==> src/rtl/riscv_mem_pkg.sv <==
// rtl/riscv_mem_pkg.sv - shared funct3 encodings and MEM-stage FSM state type
//
// Purpose : constants and types shared by the MEM stage and its lane aligner.
// Contents: F3_* load/store funct3 encodings, mem_state_t FSM state enum.

package riscv_mem_pkg;

  localparam logic [2:0] F3_B  = 3'b000;
  localparam logic [2:0] F3_H  = 3'b001;
  localparam logic [2:0] F3_W  = 3'b010;
  localparam logic [2:0] F3_BU = 3'b100;
  localparam logic [2:0] F3_HU = 3'b101;

  typedef enum logic [1:0] {
    IDLE    = 2'd0,
    REQ     = 2'd1,
    WAIT_RD = 2'd2,
    DONE    = 2'd3
  } mem_state_t;

endpackage

==> src/rtl/mem_lsu_align.sv <==
// rtl/mem_lsu_align.sv - combinational byte-lane alignment and load extension
//
// Purpose : fault detection, byte enables and lane-replicated store data for the
//           current request, plus lane selection and sign/zero extension of
//           returned read data for the access in flight.
// Ports   : mem_read_i/mem_write_i/funct3_i/addr_lo_i/store_data_i - current request
//           fault_o, byteenable_o, writedata_o                       - request decode
//           ld_funct3_i/ld_addr_lo_i/rdata_i                         - in-flight load
//           load_data_o                                              - extended load data

module mem_lsu_align
  import riscv_mem_pkg::*;
(
  input  logic        mem_read_i,
  input  logic        mem_write_i,
  input  logic [2:0]  funct3_i,
  input  logic [1:0]  addr_lo_i,
  input  logic [31:0] store_data_i,
  output logic        fault_o,
  output logic [3:0]  byteenable_o,
  output logic [31:0] writedata_o,
  input  logic [2:0]  ld_funct3_i,
  input  logic [1:0]  ld_addr_lo_i,
  input  logic [31:0] rdata_i,
  output logic [31:0] load_data_o
);

  logic        legal;
  logic        misal;
  logic [7:0]  lane_b;
  logic [15:0] lane_h;

  // Unsigned variants exist only for loads, so they are illegal on a store.
  always_comb begin
    legal = 1'b0;
    misal = 1'b0;
    case (funct3_i)
      F3_B:  legal = 1'b1;
      F3_H:  begin legal = 1'b1;       misal = addr_lo_i[0]; end
      F3_W:  begin legal = 1'b1;       misal = |addr_lo_i;   end
      F3_BU: legal = mem_read_i;
      F3_HU: begin legal = mem_read_i; misal = addr_lo_i[0]; end
      default: legal = 1'b0;
    endcase
    fault_o = (mem_read_i | mem_write_i) & (~legal | misal);
  end

  // funct3[1:0] encodes the width for both signed and unsigned forms.
  always_comb begin
    byteenable_o = 4'b0000;
    case (funct3_i[1:0])
      2'b00:   byteenable_o = 4'b0001 << addr_lo_i;
      2'b01:   byteenable_o = addr_lo_i[1] ? 4'b1100 : 4'b0011;
      2'b10:   byteenable_o = 4'b1111;
      default: byteenable_o = 4'b0000;
    endcase
  end

  // Replicating store data across lanes lets the slave pick it up from
  // whichever lane the byte enables select, with no shifter.
  always_comb begin
    writedata_o = 32'h0;
    case (funct3_i[1:0])
      2'b00:   writedata_o = {4{store_data_i[7:0]}};
      2'b01:   writedata_o = {2{store_data_i[15:0]}};
      2'b10:   writedata_o = store_data_i;
      default: writedata_o = 32'h0;
    endcase
  end

  always_comb begin
    lane_b = rdata_i[7:0];
    case (ld_addr_lo_i)
      2'd0:    lane_b = rdata_i[7:0];
      2'd1:    lane_b = rdata_i[15:8];
      2'd2:    lane_b = rdata_i[23:16];
      default: lane_b = rdata_i[31:24];
    endcase
    lane_h = ld_addr_lo_i[1] ? rdata_i[31:16] : rdata_i[15:0];
  end

  always_comb begin
    load_data_o = 32'h0;
    case (ld_funct3_i)
      F3_B:    load_data_o = {{24{lane_b[7]}}, lane_b};
      F3_BU:   load_data_o = {24'h0, lane_b};
      F3_H:    load_data_o = {{16{lane_h[15]}}, lane_h};
      F3_HU:   load_data_o = {16'h0, lane_h};
      F3_W:    load_data_o = rdata_i;
      default: load_data_o = 32'h0;
    endcase
  end

endmodule

==> src/rtl/mem_stage_avalon.sv <==
// rtl/mem_stage_avalon.sv - RISC-V MEM stage with Avalon-MM master interface
//
// Purpose : issues loads/stores as Avalon-MM transactions, extends load data and
//           passes ALU result, rd and writeback controls through to MEM/WB. stall
//           holds the upstream pipeline and the MEM/WB enable while a bus access
//           is outstanding.
// Ports   : CLK, RST_n (async, active-low)
//           Address, StoreData, funct3, MemRead, MemWrite, MemtoReg, RegWrite,
//           instr5b                                          - from EX/MEM
//           oData, oAddress, oinstr5b, oMemtoReg, oRegWrite  - to MEM/WB
//           stall, oFault                                    - pipeline control
//           avm_*                                            - Avalon-MM master

module mem_stage_avalon
  import riscv_mem_pkg::*;
#(
  parameter int ADDR_W = 32
) (
  input  logic              CLK,
  input  logic              RST_n,
  input  logic [31:0]       Address,
  input  logic [31:0]       StoreData,
  input  logic [2:0]        funct3,
  input  logic              MemRead,
  input  logic              MemWrite,
  input  logic              MemtoReg,
  input  logic              RegWrite,
  input  logic [4:0]        instr5b,
  output logic [31:0]       oData,
  output logic [31:0]       oAddress,
  output logic [4:0]        oinstr5b,
  output logic              oMemtoReg,
  output logic              oRegWrite,
  output logic              stall,
  output logic              oFault,
  output logic [ADDR_W-1:0] avm_address,
  output logic              avm_read,
  output logic              avm_write,
  output logic [3:0]        avm_byteenable,
  output logic [31:0]       avm_writedata,
  input  logic [31:0]       avm_readdata,
  input  logic              avm_waitrequest,
  input  logic              avm_readdatavalid
);

  mem_state_t        state_q, state_d;
  logic              avm_read_q, avm_read_d;
  logic              avm_write_q, avm_write_d;
  logic [ADDR_W-1:0] avm_address_q, avm_address_d;
  logic [3:0]        avm_be_q, avm_be_d;
  logic [31:0]       avm_wdata_q, avm_wdata_d;
  logic [31:0]       odata_q, odata_d;
  // Load shape is latched at issue so extension does not depend on the
  // upstream inputs staying put while the read is outstanding.
  logic [2:0]        ld_funct3_q, ld_funct3_d;
  logic [1:0]        ld_addr_lo_q, ld_addr_lo_d;

  logic              fault;
  logic              acc;
  logic [3:0]        be_c;
  logic [31:0]       wdata_c;
  logic [31:0]       ld_ext;

  mem_lsu_align u_align (
    .mem_read_i   (MemRead),
    .mem_write_i  (MemWrite),
    .funct3_i     (funct3),
    .addr_lo_i    (Address[1:0]),
    .store_data_i (StoreData),
    .fault_o      (fault),
    .byteenable_o (be_c),
    .writedata_o  (wdata_c),
    .ld_funct3_i  (ld_funct3_q),
    .ld_addr_lo_i (ld_addr_lo_q),
    .rdata_i      (avm_readdata),
    .load_data_o  (ld_ext)
  );

  assign acc = (MemRead | MemWrite) & ~fault;

  always_ff @(posedge CLK or negedge RST_n) begin
    if (!RST_n) begin
      state_q       <= IDLE;
      avm_read_q    <= 1'b0;
      avm_write_q   <= 1'b0;
      avm_address_q <= '0;
      avm_be_q      <= 4'b0000;
      avm_wdata_q   <= 32'h0;
      odata_q       <= 32'h0;
      ld_funct3_q   <= 3'b000;
      ld_addr_lo_q  <= 2'b00;
    end else begin
      state_q       <= state_d;
      avm_read_q    <= avm_read_d;
      avm_write_q   <= avm_write_d;
      avm_address_q <= avm_address_d;
      avm_be_q      <= avm_be_d;
      avm_wdata_q   <= avm_wdata_d;
      odata_q       <= odata_d;
      ld_funct3_q   <= ld_funct3_d;
      ld_addr_lo_q  <= ld_addr_lo_d;
    end
  end

  always_comb begin
    state_d       = state_q;
    avm_read_d    = avm_read_q;
    avm_write_d   = avm_write_q;
    avm_address_d = avm_address_q;
    avm_be_d      = avm_be_q;
    avm_wdata_d   = avm_wdata_q;
    odata_d       = odata_q;
    ld_funct3_d   = ld_funct3_q;
    ld_addr_lo_d  = ld_addr_lo_q;

    case (state_q)
      IDLE: begin
        if (acc) begin
          state_d       = REQ;
          avm_read_d    = MemRead;
          avm_write_d   = MemWrite;
          avm_address_d = ADDR_W'({Address[31:2], 2'b00});
          avm_be_d      = be_c;
          avm_wdata_d   = wdata_c;
          ld_funct3_d   = funct3;
          ld_addr_lo_d  = Address[1:0];
        end
      end
      REQ: begin
        if (!avm_waitrequest) begin
          avm_read_d  = 1'b0;
          avm_write_d = 1'b0;
          if (avm_write_q) begin
            state_d = DONE;
          end else if (avm_readdatavalid) begin
            odata_d = ld_ext;
            state_d = DONE;
          end else begin
            state_d = WAIT_RD;
          end
        end
      end
      WAIT_RD: begin
        if (avm_readdatavalid) begin
          odata_d = ld_ext;
          state_d = DONE;
        end
      end
      DONE: begin
        state_d = IDLE;
      end
      default: begin
        state_d = IDLE;
      end
    endcase
  end

  assign stall = ((state_q == IDLE) & acc) | (state_q == REQ) | (state_q == WAIT_RD);

  assign oFault         = fault;
  assign oRegWrite      = RegWrite & ~fault;
  assign oAddress       = Address;
  assign oinstr5b       = instr5b;
  assign oMemtoReg      = MemtoReg;
  assign oData          = odata_q;
  assign avm_read       = avm_read_q;
  assign avm_write      = avm_write_q;
  assign avm_address    = avm_address_q;
  assign avm_byteenable = avm_be_q;
  assign avm_writedata  = avm_wdata_q;

endmodule

==> config.mk <==
export PLATFORM = sky130hd
export DESIGN_NAME = mem_stage_avalon
export DESIGN_NICKNAME = d
export VERILOG_FILES = /design/src/rtl/riscv_mem_pkg.sv /design/src/rtl/mem_lsu_align.sv /design/src/rtl/mem_stage_avalon.sv
export SDC_FILE = /design/constraint.sdc
export NUM_CORES = 1
export LEC_CHECK = 0
export ABC_CLOCK_PERIOD_IN_PS = 2200
export CAP_MARGIN = 20
export CORE_MARGIN = 10
export CORE_UTILIZATION = 40
export DETAILED_ROUTE_END_ITERATION = 8
export PLACE_DENSITY = 0.78
export SYNTH_ARGS = -nofsm -noshare
export SYNTH_HDL_FRONTEND = slang
export SYNTH_SLANG_ARGS = --single-unit
==> constraint.sdc <==
create_clock -name CLK -period 2.2 [get_ports CLK]
set_input_delay 0.22 -clock CLK [delete_from_list [all_inputs] [get_ports CLK]]
set_output_delay 0.22 -clock CLK [all_outputs]
set_load 0.01 [all_outputs]
==> metrics <==
WL final 18.5 mm; slew margin rel. 51.9%; routed vias 4854; full die area 0.0190 mm²; Layout area overhead 50.8%; Final Wtd Congestion 0.931; max frequency 0.475 GHz; worst hold-check path type input pin to register; Top FF cell, synth dfrtp_1; Slew Limit Fails 0; fraction of registers with async set/reset 100%; Design Area, Final 0.00836 mm²; wire length of the first global-routing pass 28.2 mm; Worst EP arrival 1890 ps; final net count 853; min Tclk post-route 2110 ps; fin cells 918; # diodes 0; CTS H-tree depth 3; Yosys reg bits 107; Pwr Density 1230 mW/mm²; Core Box Area 0.0134 mm²; CP peak stage delay 580 ps; Critical Path End oFault; CTS tree yes; worst-path maximum fanout 2; Synth top area share 48.3%; worst skew pair latency 340 ps; final setup violation count 0; DRC 0; DRT antenna net count 0; Detailed Routing Iterations Pass 1 5; GR Overflow Total 0; VDD IR-drop max 0.000538 V; endpoints failing hold 0; R2R setup slack 190 ps; initial antenna violation count 0; critical path's slowest cell clkdlybuf4s50_1; gr usage total 19.1%; Crit Reg-Reg Startpoint state_q[0]; status complete, no violations; vias in the first global route 5190; CP dominant cell by count clkdlybuf4s50_1; Area contributors post-synth dfrtp_1, mux2_1, buf_4; FF-to-FF End oData[18]; R2R depth 7; post-synth top area cell dfrtp_1; root buffer cell clkbuf_16; Num CTS Buffers 9; Post-synth EDFFs 0; routed len/inst 20.2 µm; share of layout cells above drive strength 1 9.84%; port bufs 240; Leak 0.00359 µW; count of cell types in the netlist 43; DP HPWL 14.8 mm; Placed Cells incl. Taps 897; pin count of the biggest net entering global routing 51; CP required 1980 ps; Ports 255; sequential fraction of the synthesis area 48.3%; Syn Inst Count 527; CTS Buffer Depth 2; Sink Count 107; Area after DPL 0.00796 mm²; crit path kind input pin to primary output; CTS clk-pin slew, worst paths 70 ps; worst-margin pin slew 720 ps; crit path capture type primary output; YS warnings 0; Final Skew 6.76 ps; syn_area_per_cell 10.5 µm²; First DRT Iteration DRCs 390; Die Y 138 µm; final worst path period share 95.7%; Rows 42; beginning of the critical path Address[1]; worst path cell trace clkdlybuf4s50_1 > nor4_4 > a21o_1 > nor2b_2 > buf_4 > clkdlybuf4s50_1; post-DR vias/cell 5.29; commonest cells after routing, fill and taps aside clkdlybuf4s50_1, dfrtp_1, nand2_1, mux2_1, buf_4; final worst slack 94.5 ps; crit start category input pin; Post-Synthesis Cell Area 0.00554 mm²; Initial Util 41.4%; Max-cap violations 0; pre-CTS setup slack -175 ps; Die X 138 µm; commonest non-fill, non-tap cell in the layout clkdlybuf4s50_1; RSZ-0062 raised after global routing false
-- report_power, final --
group	internal (µW)	switching [µW]	leakage, µW
Combinational	2700	2220	0.00211
Sequential	2880	641	0.00132
Clock	1120	750	0.000163
-- through the flow --
stage               total power, µW  hold slack [ps]  util [%]  TNS (ps)
finish                        10300              374      62.4         0
global route                  11000              394      62.4         0
CTS                           10400              401      62.2         0
detailed placement             8490              213      59.4     -1240
global placement               8290              217      59.4      -288
floorplan                      5740            -75.6         -         0
-- routing by layer --
layer | wire length (µm) | global-route usage, %
met3 | 1900 | 6.74
met2 | 9260 | 33.2
met4 | 336 | 6.49
met5 | 0 | 0
met1 | 7040 | 21.2
-- cell type report --
type / count / area [µm²]
clock buffers: 9 / 225
clock inverters: 7 / 123
fillers: 1107 / 5040
inverters: 16 / 60.1
multi-input cells: 328 / 2360
flip-flops and latches: 107 / 2680
well taps: 176 / 220
repair buffers: 275 / 2690
-- cell families (layout without fill, tap and decap cells) --
kind of cell / Yosys count / count (layout) / synth area share, %
DFF: 107 / 107 / 48.3
buffers and inverters: 93 / 307 / 9.84
AOI/OAI and AO/OA: 123 / 123 / 15.0
other: 1 / 2 / 0.0676
adders and majority gates: 4 / 4 / 0.903
muxes: 76 / 76 / 15.2
and+or+nand+nor: 123 / 123 / 10.7
-- worst max-delay path: cells and delay by family --
| family | cells | cell delay, ps |
|---|---|---|
| buffers and inverters | 3 | 1250 |
| AOI/OAI and AO/OA | 1 | 190 |
| and+or+nand+nor | 2 | 230 |
-- repair_timing --
action,in CTS,in global routing
pin swaps,0,1
resized for setup,3,4
buffers inserted,2,2
hold buffers,1,0
setup endpoints to repair,3,15
endpoints found under the hold margin,34,0
-- synthesized netlist by cell type, types with 10 or more instances --
cell type	count
nand2_1	75
a31oi_1	17
a21oi_1	27
a22oi_1	15
o21ai_0	22
mux2i_1	19
inv_1	15
clkbuf_1	22
mux2_1	54
dfrtp_1	107
buf_4	44
nor2b_1	16
o211ai_2	10
o211ai_1	24
-- worst min-delay path by stage --
stage / startpoint / end / slack [ps] / cells past startpoint
3_3_place_gp: RST_n / avm_read / 220 / 1
4_1_cts: RST_n / avm_read / 400 / 2
5_1_grt: funct3[0] / ld_funct3_q[0] / 390 / 3
3_5_place_dp: RST_n / avm_read / 210 / 1
2_1_floorplan: RST_n / avm_address[10] / -80 / 0
6_report: funct3[2] / ld_funct3_q[2] / 370 / 3
-- flip-flops by register name, indices dropped and copies added (netlist names) --
| register | flops |
|---|---|
| state_q | 2 |
| avm_writedata | 32 |
| avm_write | 1 |
| avm_read | 1 |
| ld_addr_lo_q | 2 |
| avm_address | 30 |
| oData | 32 |
| ld_funct3_q | 3 |
| avm_byteenable | 4 |
No activity file was read; power rests on OpenSTA's default activity.
